File: src/rtl/systolic_result_drain.sv
// systolic_result_drain
//   Output-side collector for the NxN output-stationary systolic array.
//   After a start pulse it waits LAT cycles for the PE sums to settle. It then
//   snapshots all N*N sums and pulses pe_clr to clear the accumulators. The
//   results are streamed out row-major, one element per valid/ready beat.
//
// Ports
//   clk, rst     clock; synchronous active-high reset
//   start        pulse: operand feed for a new product begins this cycle
//   sums_in      PE sums, element (r,c) at [(r*N+c)*SUM_W +: SUM_W]
//   busy         high from accepted start until the last beat is accepted
//   pe_clr       one-cycle pulse, the cycle after capture
//   out_valid    stream data valid
//   out_ready    downstream accepts the beat
//   out_data     current result element
//   out_idx      element index r*N+c of out_data
//   packed_out   snapshot of all sums, same layout as sums_in
//   done         one-cycle pulse after the final beat is accepted
module systolic_result_drain #(
    parameter int N     = 3,
    parameter int SUM_W = 8,
    parameter int LAT   = 8
) (
    input  logic                     clk,
    input  logic                     rst,
    input  logic                     start,
    input  logic [N*N*SUM_W-1:0]     sums_in,
    output logic                     busy,
    output logic                     pe_clr,
    output logic                     out_valid,
    input  logic                     out_ready,
    output logic [SUM_W-1:0]         out_data,
    output logic [$clog2(N*N)-1:0]   out_idx,
    output logic [N*N*SUM_W-1:0]     packed_out,
    output logic                     done
);

    localparam int NUM   = N * N;
    localparam int IDX_W = $clog2(NUM);
    localparam int CNT_W = 8;

    localparam logic [IDX_W-1:0] LAST_IDX = IDX_W'(NUM - 1);
    localparam logic [CNT_W-1:0] CNT_LAST = CNT_W'(LAT - 1);

    typedef enum logic [1:0] {
        S_IDLE,
        S_WAIT,
        S_DRAIN
    } state_t;

    state_t                 r_state;
    state_t                 w_state_nxt;
    logic [CNT_W-1:0]       r_cnt;
    logic [IDX_W-1:0]       r_idx;
    logic                   r_busy;
    logic                   r_pe_clr;
    logic                   r_valid;
    logic                   r_done;
    logic [NUM*SUM_W-1:0]   r_snap;
    logic [SUM_W-1:0]       w_elem;
    logic                   w_accept;
    logic                   w_capture;
    logic                   w_beat;
    logic                   w_last;

    // Next-state and per-cycle event decode.
    always_comb begin
        w_state_nxt = r_state;
        w_accept    = 1'b0;
        w_capture   = 1'b0;
        w_beat      = 1'b0;
        w_last      = 1'b0;
        case (r_state)
            S_IDLE: begin
                if (start) begin
                    w_accept    = 1'b1;
                    w_state_nxt = S_WAIT;
                end
            end
            S_WAIT: begin
                // Counter is 0 on the first WAIT edge, so hitting LAT-1
                // lands the capture LAT edges after the accepting edge.
                if (r_cnt == CNT_LAST) begin
                    w_capture   = 1'b1;
                    w_state_nxt = S_DRAIN;
                end
            end
            S_DRAIN: begin
                if (out_ready) begin
                    w_beat = 1'b1;
                    if (r_idx == LAST_IDX) begin
                        w_last      = 1'b1;
                        w_state_nxt = S_IDLE;
                    end
                end
            end
            default: begin
                w_state_nxt = S_IDLE;
            end
        endcase
    end

    always_ff @(posedge clk) begin
        if (rst) begin
            r_state  <= S_IDLE;
            r_cnt    <= '0;
            r_idx    <= '0;
            r_busy   <= 1'b0;
            r_pe_clr <= 1'b0;
            r_valid  <= 1'b0;
            r_done   <= 1'b0;
            r_snap   <= '0;
        end else begin
            r_state  <= w_state_nxt;
            r_pe_clr <= w_capture;
            r_done   <= w_last;

            if (w_accept) begin
                r_cnt  <= '0;
                r_busy <= 1'b1;
            end else if (r_state == S_WAIT && !w_capture) begin
                r_cnt <= r_cnt + 1'b1;
            end

            if (w_capture) begin
                r_snap  <= sums_in;
                r_idx   <= '0;
                r_valid <= 1'b1;
            end else if (w_last) begin
                r_valid <= 1'b0;
                r_busy  <= 1'b0;
                r_idx   <= '0;
            end else if (w_beat) begin
                r_idx <= r_idx + 1'b1;
            end
        end
    end

    // Element select from the snapshot; the snapshot doubles as packed_out.
    always_comb begin
        w_elem = '0;
        for (int unsigned k = 0; k < NUM; k++) begin
            if (r_idx == IDX_W'(k)) begin
                w_elem = r_snap[k*SUM_W +: SUM_W];
            end
        end
    end

    assign busy       = r_busy;
    assign pe_clr     = r_pe_clr;
    assign out_valid  = r_valid;
    assign out_data   = w_elem;
    assign out_idx    = r_idx;
    assign packed_out = r_snap;
    assign done       = r_done;

endmodule

File: config.mk
export PLATFORM = sky130hd
export DESIGN_NAME = systolic_result_drain
export DESIGN_NICKNAME = d
export VERILOG_FILES = /design/src/rtl/systolic_result_drain.sv
export SDC_FILE = /design/constraint.sdc
export NUM_CORES = 1
export LEC_CHECK = 0
export CORE_ASPECT_RATIO = 1.25
export CORE_UTILIZATION = 46
export CTS_CLUSTER_DIAMETER = 100
export DETAILED_ROUTE_END_ITERATION = 6
export PLACE_DENSITY = 0.92
export SETUP_SLACK_MARGIN = 0.15
export SKIP_CTS_REPAIR_TIMING = 1
export SYNTH_ARGS = -nofsm -noshare
export SYNTH_HDL_FRONTEND = slang
export SYNTH_SLANG_ARGS = --single-unit
File: constraint.sdc
create_clock -name clk -period 3.3 [get_ports clk]
set_input_delay 0.66 -clock clk [delete_from_list [all_inputs] [get_ports clk]]
set_output_delay 0.66 -clock clk [all_outputs]
set_load 0.05 [all_outputs]
### After elaboration in Yosys (flattened, before gate mapping)

Cells that the tools add are included.

| word-level totals | value |
|---|---|
| flip-flop bits (word level) | 90 |
| bits in latches | 0 |
| RAM bits | 0 |
| memory bits (read-only) | 0 |
| input bits | 76 |
| output and inout port bits | 88 |
| word-level logic and storage cells | 61 |
| memories kept | 0 |

| operators by class | value |
|---|---|
| add/sub/neg operators | 2 |
| $mul | 0 |
| div/mod/pow operators | 0 |
| magnitude comparators | 0 |
| eq/ne operators | 15 |
| shift operators | 0 |
| multiplexer cells | 28 |
| bitwise operators | 0 |
| reduce and logical (&&, ||, !) cells | 8 |

Operators with widths:

| cell | count |
|---|---|
| 8-bit 2-to-1 mux | 9 |
| 4-bit by 3-bit equality test with 1-bit output, second input constant | 4 |
| 1-bit 2-to-1 mux | 14 |
| 8-bit by 1-bit adder with 8-bit output, second input constant | 1 |
| 4-bit by 2-bit equality test with 1-bit output, second input constant | 2 |
| 8-bit by 3-bit equality test with 1-bit output, second input constant | 1 |
| 2-bit 2-to-1 mux | 4 |
| 2-bit inequality test, second input constant | 4 |
| 2-bit case mux with 3 select lines | 1 |
| 4-bit by 1-bit adder with 4-bit output, second input constant | 1 |
| 4-bit by 1-bit equality test with 1-bit output, second input constant | 1 |
| 4-bit equality test, second input constant | 1 |
| 4-bit logical NOT | 1 |
| 4-bit AND reduction | 1 |
| 3-bit OR reduction | 1 |
| 2-bit by 1-bit equality test with 1-bit output, second input constant | 1 |
| 2-bit equality test, second input constant | 1 |
| 2-bit logical NOT | 1 |
| 2-bit nonzero test | 1 |
| 2-bit OR reduction | 1 |
| 1-bit logical AND | 1 |
| 1-bit logical NOT | 1 |

### Longest topological paths before layout

Gate-level depths: netlist of run 1.

| depth | value |
|---|---|
| depth after elaboration | 10 |
| gate-level depth with buffers | 8 |
| depth with buffers taken out | 6 |

### Worst setup path before layout of run 1

OpenSTA, ideal clock, no wires.

| path | value |
|---|---|
| kind | flip-flop to output port |
| from | register r_idx[0] (netlist: out_idx[0]) |
| to | output out_data[0] |
| arrival time | 2,909 ps |
| required time | 2,640 ps |
| slack | -269 ps |
| cell stages (with the launch flop) | 8 |
| path buffers | 2 |
| path through | dfxtp_1 ha_1 clkbuf_1 clkbuf_1 nor2_1 a221oi_1 nor3b_1 nor3_1 |

| between the ends | value |
|---|---|
| cells in the longest elaborated chain, start to end | 10 |
| elaborated cells on any way between the ends | 18 |
| those cells by class | eq/ne (8); mux (9); reduce/logical (1) |

Ends and longest elaborated chain:

| item | RTL line | text |
|---|---|---|
| start, declared | 54 | `logic [IDX_W-1:0] r_idx;` |
| start signal, assigned | 134 | `r_idx <= r_idx + 1'b1;` |
| 4-bit logical NOT | 143 | `if (r_idx == IDX_W'(k)) begin` |
| 8-bit 2-to-1 mux (8 in series) | 143 |  |
| 8-bit 2-to-1 mux * | 143 |  |
| end, declared | 32 | `output logic [SUM_W-1:0] out_data,` |

Every way passes the cells marked *; elsewhere a longest branch is shown, timed or not.

### Worst setup path after layout of run 1

| path | value |
|---|---|
| from | register r_idx[1] (netlist: out_idx[1]) |
| to | output out_data[4] |

Same word-level chain as after synthesis.

==> impl_results.html, run 1 <==
<table>
<tr><th>Metric</th><th>Value</th></tr>
<tr><th colspan="2">Yosys</th></tr>
<tr><td>Post-synth top flop</td><td>dfxtp_1</td></tr>
<tr><td>Library cell occupying the most area in the post-synthesis netlist</td><td>dfxtp_1</td></tr>
<tr><td>Total nets after synthesis</td><td>452</td></tr>
<tr><td>Netlist area before placement</td><td>0.00379 sq mm</td></tr>
<tr><td>Synthesized area per cell</td><td>10.2 sq um</td></tr>
<tr><td>Share of the synthesized area in the top cell type</td><td>47.6%</td></tr>
<tr><td>Cell count after synthesis</td><td>371</td></tr>
<tr><td>Post-synthesis cell type count</td><td>45</td></tr>
<tr><td>Count of flip-flops with a built-in enable after synthesis</td><td>0</td></tr>
<tr><td>Synthesized flop and latch total</td><td>90</td></tr>
<tr><td>Async set or reset register ratio after synthesis</td><td>0%</td></tr>
<tr><td>Area contributors post-synth</td><td>dfxtp_1 (48%), a22o_1 (17%), clkbuf_1 (2.2%)</td></tr>
<tr><td>Seq/Total Area, Yosys</td><td>47.6%</td></tr>
<tr><td>Number of warnings issued by yosys</td><td>0</td></tr>
<tr><th colspan="2">Route</th></tr>
<tr><td>Number of iterations in the first detailed-routing pass</td><td>5</td></tr>
<tr><td>Number of design-rule violations left by the first detailed-router iteration</td><td>326</td></tr>
<tr><td>Wirelength per Cell</td><td>19.9 um</td></tr>
<tr><td>Final wirelength</td><td>12300 um</td></tr>
<tr><td>Vias</td><td>3764</td></tr>
<tr><td>Antenna Violating Nets Remaining</td><td>0</td></tr>
<tr><td>Post-DR vias/cell</td><td>6.08</td></tr>
<tr><td>Drt drc</td><td>0</td></tr>
<tr><th colspan="2">Placed design</th></tr>
<tr><td>Dpl ws</td><td>0.334 ns</td></tr>
<tr><td>Gp weighted congestion</td><td>0.998</td></tr>
<tr><td>Number of input and output port buffers inserted</td><td>163</td></tr>
<tr><td>HPWL reported at the end of detailed placement</td><td>9310 um</td></tr>
<tr><th colspan="2">Setup path</th></tr>
<tr><td>Capturing element type of the critical path</td><td>output pin</td></tr>
<tr><td>Launching point of the worst reg2reg path</td><td>r_cnt[3]</td></tr>
<tr><td>Critical path launch point type</td><td>flop</td></tr>
<tr><td>Required @ worst endpoint</td><td>2.64 ns</td></tr>
<tr><td>Reg-to-reg critical path endpoint</td><td>packed_out[33]</td></tr>
<tr><td>Depth of the most critical reg-to-reg path</td><td>5</td></tr>
<tr><td>Start point of the critical path</td><td>out_idx[1]</td></tr>
<tr><td>WP data arrival</td><td>2.41 ns</td></tr>
<tr><td>Slack of the worst reg-to-reg path</td><td>0.87 ns</td></tr>
<tr><td>End point of the critical path</td><td>out_data[4]</td></tr>
<tr><td>Largest fanout on the critical path</td><td>12</td></tr>
<tr><td>Kind of critical path</td><td>reg -&gt; out</td></tr>
<tr><th colspan="2">Job</th></tr>
<tr><td>Count of maximum capacitance violations</td><td>0</td></tr>
<tr><th colspan="2">Power</th></tr>
<tr><td>Leak</td><td>2.16 nW</td></tr>
<tr><td>PD cells</td><td>338 mW/mm^2</td></tr>
<tr><td>IR drop worst, VDD</td><td>0.287 mV</td></tr>
<tr><th colspan="2">Floorplan</th></tr>
<tr><td>I/O pin cnt</td><td>164</td></tr>
<tr><td>Area of the core region</td><td>0.00788 sq mm</td></tr>
<tr><td>Die W</td><td>83.1 um</td></tr>
<tr><td>Y dimension of the die</td><td>103 um</td></tr>
<tr><td>Die area</td><td>0.00860 sq mm</td></tr>
<tr><td>Initial core utilization</td><td>48.0%</td></tr>
<tr><td>Cell row count</td><td>36</td></tr>
<tr><th colspan="2">STA</th></tr>
<tr><td>Slew of the pin with the lowest slew margin</td><td>0.691 ns</td></tr>
<tr><td>Max Fclk</td><td>326 MHz</td></tr>
<tr><td>Final worst path period need</td><td>3.07 ns</td></tr>
<tr><td>RSZ-0062 raised after global routing</td><td>no</td></tr>
<tr><td>Clock Skew</td><td>0.0136 ns</td></tr>
<tr><td>Slew margin rel.</td><td>53.9%</td></tr>
<tr><td>Final hold violations</td><td>0</td></tr>
<tr><td>Final period utilization</td><td>93.0%</td></tr>
<tr><td>Fin. max-slew vios</td><td>0</td></tr>
<tr><td>Final setup vio count</td><td>0</td></tr>
<tr><td>Final Worst Setup Slack</td><td>0.231 ns</td></tr>
<tr><td>Sum of negative setup slack</td><td>0 ns</td></tr>
<tr><th colspan="2">CTS</th></tr>
<tr><td>TritonCTS clock tree</td><td>built</td></tr>
<tr><td>Maximum clock insertion buffer count</td><td>2</td></tr>
<tr><td>Sinks on the clock net</td><td>90</td></tr>
<tr><td>CTS Root Cell</td><td>clkbuf_8</td></tr>
<tr><td>Insertion delay to the later sink of the worst-skew pair</td><td>0.38 ns</td></tr>
<tr><td>CTS H-Tree Depth</td><td>3</td></tr>
<tr><td>Worst-path clk slew</td><td>0.09 ns</td></tr>
<tr><td>Total clock buffers created by CTS</td><td>9</td></tr>
<tr><th colspan="2">Global route</th></tr>
<tr><td>Remaining global-route overflow</td><td>0</td></tr>
<tr><td>First-pass GRT wire length</td><td>18900 um</td></tr>
<tr><td>Initial antenna violation count</td><td>0</td></tr>
<tr><td>Total track usage</td><td>28.4%</td></tr>
<tr><td>Maximum number of pins on one net before global-route repair</td><td>47</td></tr>
<tr><td>Vias in the first global route</td><td>3585</td></tr>
<tr><th colspan="2">Layout</th></tr>
<tr><td>Count of nets after finishing</td><td>600</td></tr>
<tr><td>Filler cell count in the final layout</td><td>517</td></tr>
<tr><td>Leading cell type in the layout, fill and taps excluded</td><td>clkdlybuf4s50_1</td></tr>
<tr><td>Number of antenna diodes</td><td>0</td></tr>
<tr><td>Synthesis-to-finish area growth</td><td>52.6%</td></tr>
<tr><td>Commonest cells after routing, fill and taps aside</td><td>clkdlybuf4s50_1 (155), dfxtp_1 (88), a22o_1 (72)</td></tr>
<tr><td>Ratio of cells with drive above 1 in the final layout</td><td>12.4%</td></tr>
<tr><th colspan="2">Run status</th></tr>
<tr><td>Result of the run</td><td>completed</td></tr>
<tr><th colspan="2">Hold path</th></tr>
<tr><td>Classification of the worst-slack hold path</td><td>reg -&gt; reg</td></tr>
</table>
==> stage by stage <==
stage                     total power, mW  cell area, sq um  hold slack [ns]  instances  util, %
after floorplan                      1.15              3880            0.452        371        -
after global placement               1.25              5490            0.441        602     69.6
after detailed placement             1.25              5490            0.453        602     69.6
after CTS                            1.95              5680            0.477        618     72.0
after global routing                 2.01              5780            0.495        619     73.3
final                                1.95              5780            0.470        619     73.3
==> worst min-delay path by stage <==
| stage | start | end | slack (ns) | cells after the start |
|---|---|---|---|---|
| after CTS | out_valid | out_valid | 0.48 | 1 |
| after global placement | out_valid | out_valid | 0.44 | 1 |
| final | out_valid | out_valid | 0.47 | 1 |
| after detailed placement | out_valid | out_valid | 0.45 | 1 |
| after floorplan | r_cnt[7] | r_cnt[7] | 0.45 | 2 |
| after global routing | out_valid | out_valid | 0.50 | 1 |
==> worst max-delay path, cell delays in order, from the launching register on <==
cell	delay, ns
dfxtp_1	0.44
inv_1	0.10
ha_2	0.26
and3b_2	0.29
a211o_1	0.32
a311oi_2	0.36
nor3_4	0.07
buf_4	0.20
==> power by group <==
part	internal, mW	switching [mW]
combinational	0.0883	0.0476
clock	0.317	0.409
sequential	1.09	0.00240
==> metal layers <==
metal | up-vias | global-route usage (%) | share of wire, %
met5 | - | 0 | 0
met4 | 0 | 16.7 | 3.7
met3 | 38 | 5.48 | 6.2
met2 | 204 | 50.4 | 51
met1 | 1791 | 32.4 | 39
li1 | 1731 | - | -
==> state kept, by name, summed over array words and instances (netlist names) <==
signal / flops
done: 1
packed_out: 72
out_idx: 4
out_valid: 1
busy: 1
pe_clr: 1
r_cnt: 8
r_state: 2
==> Yosys cell counts (2+ instances only) <==
library cell  number
nor2b_1            3
xor2_1             3
a221oi_1           8
a22o_1            72
buf_2              3
ha_1               5
nand2b_1           8
or4_1              2
buf_1              2
a21oi_1           14
nor3_1            12
clkbuf_1          22
buf_6              6
nand3b_1          10
a211o_1            8
or2_2              2
inv_1             11
o31ai_1            2
a311oi_1           8
nor3b_1            9
o22ai_1            8
or3_1              2
a21o_1             3
nand2_1            6
a221o_1            8
nand3_1            3
and3b_1            4
dfxtp_1           90
nor2_1            21
==> cell type report <==
| type | count | area (sq um) | share of cell area, % |
|---|---|---|---|
| inverter | 11 | 41.3 | 0.715 |
| clock buffer | 11 | 151 | 2.62 |
| sequential | 90 | 1800 | 31.2 |
| multi-input combinational | 237 | 1960 | 33.9 |
| tap | 95 | 119 | 2.06 |
| clock inverter | 5 | 37.5 | 0.650 |
| timing repair buffer | 170 | 1660 | 28.8 |
==> kinds of logic after synthesis <==
logic type	count (synthesis)	synth area share, %
AOI/OAI and AO/OA	141	30.6
and+or+nand+nor	86	13.3
DFF	90	47.6
adders and majority gates	5	1.65
xor gates and xnor gates	4	0.925
buffers and inverters	44	5.65
muxes	1	0.264
Power figures use the tool's default switching activity.
==> inputs of run 2 (changes only) <==
Settings changed: GPL_TIMING_DRIVEN set to 0.
==> run 2 against run 1 <==
Compared with the run above: global-route usage fell by 0.064 points; worst setup slack got worse by 0.054 ns; non-clock buffer count is 25 higher; final cell count rose by 3.9%; power is 5.3% higher; clock skew shrank 0.0047 ns; via count up 2.9%; design area increased by 3.4%; critical path depth is 1 lower; count of clock-buffer cells in the layout is the same; register-to-register slack gained 0.32 ns; sequential power is essentially flat; largest cell class unchanged.
==> impl_results.html, run 2 (same netlist as run 1, synthesis figures left out) <==
<table>
<tr><th>Metric</th><th>Value</th></tr>
<tr><th colspan="2">Setup path</th></tr>
<tr><td>Largest stage delay on the critical path</td><td>0.42 ns (was 0.44 ns)</td></tr>
<tr><td>Kind of critical path</td><td>reg -&gt; out (unchanged)</td></tr>
<tr><td>Largest fanout on the critical path</td><td>10 (was 12)</td></tr>
<tr><td>Capturing element type of the critical path</td><td>output pin (unchanged)</td></tr>
<tr><td>Critical path launch point type</td><td>flop (unchanged)</td></tr>
<tr><td>Slowest stage cell, crit path</td><td>o22ai_1 (was dfxtp_1)</td></tr>
<tr><td>Critical path cell sequence</td><td>ha_1, buf_1, nand2_1, o22ai_1, nor3_4, buf_2 (was inv_1, ha_2, and3b_2, a211o_1, a311oi_2, nor3_4, buf_4)</td></tr>
<tr><td>WP data arrival</td><td>2.46 ns (was 2.41 ns)</td></tr>
<tr><td>Required @ worst endpoint</td><td>2.64 ns (about the same)</td></tr>
<tr><th colspan="2">CTS</th></tr>
<tr><td>Maximum clock insertion buffer count</td><td>2 (unchanged)</td></tr>
<tr><td>Total clock buffers created by CTS</td><td>9 (unchanged)</td></tr>
<tr><td>Insertion delay to the later sink of the worst-skew pair</td><td>0.36 ns (was 0.38 ns)</td></tr>
<tr><td>TritonCTS clock tree</td><td>built (unchanged)</td></tr>
<tr><td>CTS Root Cell</td><td>clkbuf_8 (unchanged)</td></tr>
<tr><td>Sinks on the clock net</td><td>90 (unchanged)</td></tr>
<tr><td>CTS H-Tree Depth</td><td>3 (unchanged)</td></tr>
<tr><td>Worst-path clk slew</td><td>0.08 ns (was 0.09 ns)</td></tr>
<tr><th colspan="2">Floorplan</th></tr>
<tr><td>Y dimension of the die</td><td>103 um (unchanged)</td></tr>
<tr><td>Cell row count</td><td>36 (unchanged)</td></tr>
<tr><td>Die area</td><td>0.00860 sq mm (unchanged)</td></tr>
<tr><td>Die W</td><td>83.1 um (unchanged)</td></tr>
<tr><td>I/O pin cnt</td><td>164 (unchanged)</td></tr>
<tr><td>Area of the core region</td><td>0.00788 sq mm (unchanged)</td></tr>
<tr><td>Initial core utilization</td><td>48.0% (unchanged)</td></tr>
<tr><th colspan="2">STA</th></tr>
<tr><td>Final Worst Setup Slack</td><td>0.176 ns (was 0.231 ns)</td></tr>
<tr><td>Final setup vio count</td><td>0 (unchanged)</td></tr>
<tr><td>Clock Skew</td><td>0.00890 ns (was 0.0136 ns)</td></tr>
<tr><td>Smallest hold slack</td><td>0.470 ns (about the same)</td></tr>
<tr><td>Final hold violations</td><td>0 (unchanged)</td></tr>
<tr><td>Slew of the pin with the lowest slew margin</td><td>0.639 ns (was 0.691 ns)</td></tr>
<tr><td>Sum of negative setup slack</td><td>0 ns (unchanged)</td></tr>
<tr><td>Final worst path period need</td><td>3.12 ns (was 3.07 ns)</td></tr>
<tr><td>Final period utilization</td><td>94.7% (was 93.0%)</td></tr>
<tr><td>RSZ-0062 raised after global routing</td><td>yes (was no)</td></tr>
<tr><td>Max Fclk</td><td>320 MHz (was 326 MHz)</td></tr>
<tr><td>Fin. max-slew vios</td><td>0 (unchanged)</td></tr>
<tr><td>Slew margin rel.</td><td>57.2% (was 53.9%)</td></tr>
<tr><th colspan="2">Global route</th></tr>
<tr><td>Remaining global-route overflow</td><td>0 (unchanged)</td></tr>
<tr><td>Vias in the first global route</td><td>3809 (was 3585)</td></tr>
<tr><td>Initial antenna violation count</td><td>0 (unchanged)</td></tr>
<tr><td>Total track usage</td><td>28.4% (about the same)</td></tr>
<tr><td>Maximum number of pins on one net before global-route repair</td><td>15 (was 47)</td></tr>
<tr><td>First-pass GRT wire length</td><td>19100 um (was 18900 um)</td></tr>
<tr><th colspan="2">Route</th></tr>
<tr><td>Wirelength per Cell</td><td>20.1 um (was 19.9 um)</td></tr>
<tr><td>Post-DR vias/cell</td><td>6.03 (was 6.08)</td></tr>
<tr><td>Vias</td><td>3875 (was 3764)</td></tr>
<tr><td>Number of design-rule violations left by the first detailed-router iteration</td><td>302 (was 326)</td></tr>
<tr><td>Final wirelength</td><td>12900 um (was 12300 um)</td></tr>
<tr><td>Drt drc</td><td>0 (unchanged)</td></tr>
<tr><td>Antenna Violating Nets Remaining</td><td>0 (unchanged)</td></tr>
<tr><td>Number of iterations in the first detailed-routing pass</td><td>5 (unchanged)</td></tr>
<tr><th colspan="2">Layout</th></tr>
<tr><td>Synthesis-to-finish area growth</td><td>57.9% (was 52.6%)</td></tr>
<tr><td>Number of antenna diodes</td><td>0 (unchanged)</td></tr>
<tr><td>Ratio of cells with drive above 1 in the final layout</td><td>13.5% (was 12.4%)</td></tr>
<tr><td>Leading cell type in the layout, fill and taps excluded</td><td>clkdlybuf4s50_1 (unchanged)</td></tr>
<tr><td>Final core occ</td><td>75.8% (was 73.3%)</td></tr>
<tr><td>Filler cell count in the final layout</td><td>477 (was 517)</td></tr>
<tr><td>Count of nets after finishing</td><td>625 (was 600)</td></tr>
<tr><td>Filler-free cell count of the finished design</td><td>643 (was 619)</td></tr>
<tr><td>Commonest cells after routing, fill and taps aside</td><td>clkdlybuf4s50_1 (154), dfxtp_1 (88), a22o_1 (72) (was clkdlybuf4s50_1 (155), dfxtp_1 (88), a22o_1 (72))</td></tr>
<tr><td>Final standard cell area without fillers</td><td>0.00598 sq mm (was 0.00578 sq mm)</td></tr>
<tr><td>Number of flip-flops under the largest register name</td><td>72 (unchanged)</td></tr>
<tr><th colspan="2">Run status</th></tr>
<tr><td>Result of the run</td><td>completed (unchanged)</td></tr>
<tr><th colspan="2">Placed design</th></tr>
<tr><td>Post-placement cell count</td><td>628 (was 602)</td></tr>
<tr><td>Standard cell area after detailed placement</td><td>0.00562 sq mm (was 0.00549 sq mm)</td></tr>
<tr><td>Number of input and output port buffers inserted</td><td>162 (was 163)</td></tr>
<tr><td>Dpl ws</td><td>-0.323 ns (was 0.334 ns)</td></tr>
<tr><td>HPWL reported at the end of detailed placement</td><td>9320 um (was 9310 um)</td></tr>
<tr><td>Gp weighted congestion</td><td>0.880 (was 0.998)</td></tr>
<tr><th colspan="2">Job</th></tr>
<tr><td>Count of maximum capacitance violations</td><td>0 (unchanged)</td></tr>
<tr><th colspan="2">Hold path</th></tr>
<tr><td>Classification of the worst-slack hold path</td><td>reg -&gt; reg (unchanged)</td></tr>
<tr><th colspan="2">Power</th></tr>
<tr><td>Leak</td><td>2.26 nW (was 2.16 nW)</td></tr>
<tr><td>Overall power</td><td>2.06 mW (was 1.95 mW)</td></tr>
<tr><td>PD cells</td><td>344 mW/mm^2 (was 338 mW/mm^2)</td></tr>
<tr><td>IR drop worst, VDD</td><td>0.282 mV (was 0.287 mV)</td></tr>
</table>
run 2: worst max-delay path: cells and delay by family (launching register included):
family                   cells  cell delay, ns
adder cells (fa/ha/maj)      1            0.27
AND/OR/NAND/NOR              2            0.40
buffers and inverters        2            0.63
flip-flops                   1            0.39
AO/OA/AOI/OAI                1            0.42
run 2: cell type report:
type	instances	area, sq um	area share, %
well taps	95	119	1.99
repair buffers	162	1580	26.5
multi-input cells	237	2020	33.8
flip-flops and latches	90	1810	30.2
clock inverters	4	76.3	1.28
inverters	11	41.3	0.691
plain buffers	33	188	3.14
clock buffers	11	141	2.37
run 2: power breakdown:
part / total (mW) / switching (mW) / internal [mW] / leakage, nW
combinational: 0.136 / 0.0476 / 0.0880 / 1.43
sequential: 1.09 / 0.00257 / 1.09 / 0.727
clock: 0.830 / 0.385 / 0.445 / 0.106
run 2: final timing paths:
| path | start | cells after the start | to | slack, ns |
|---|---|---|---|---|
| setup reg to reg | r_cnt[0] | 6 | packed_out[5] | 1.19 |
| hold / removal | out_valid | 1 | out_valid | 0.47 |
| hold reg to reg | out_valid | 1 | out_valid | 0.47 |
| setup / recovery | out_idx[1] | 6 | out_data[5] | 0.18 |
run 2: per-layer routing:
metal	vias up	routed length, um	GRT usage [%]
li1	1767	-	-
met1	1870	5050	32.3
met2	196	6590	51.3
met3	42	799	5.79
met4	0	486	14.1
met5	-	0	0
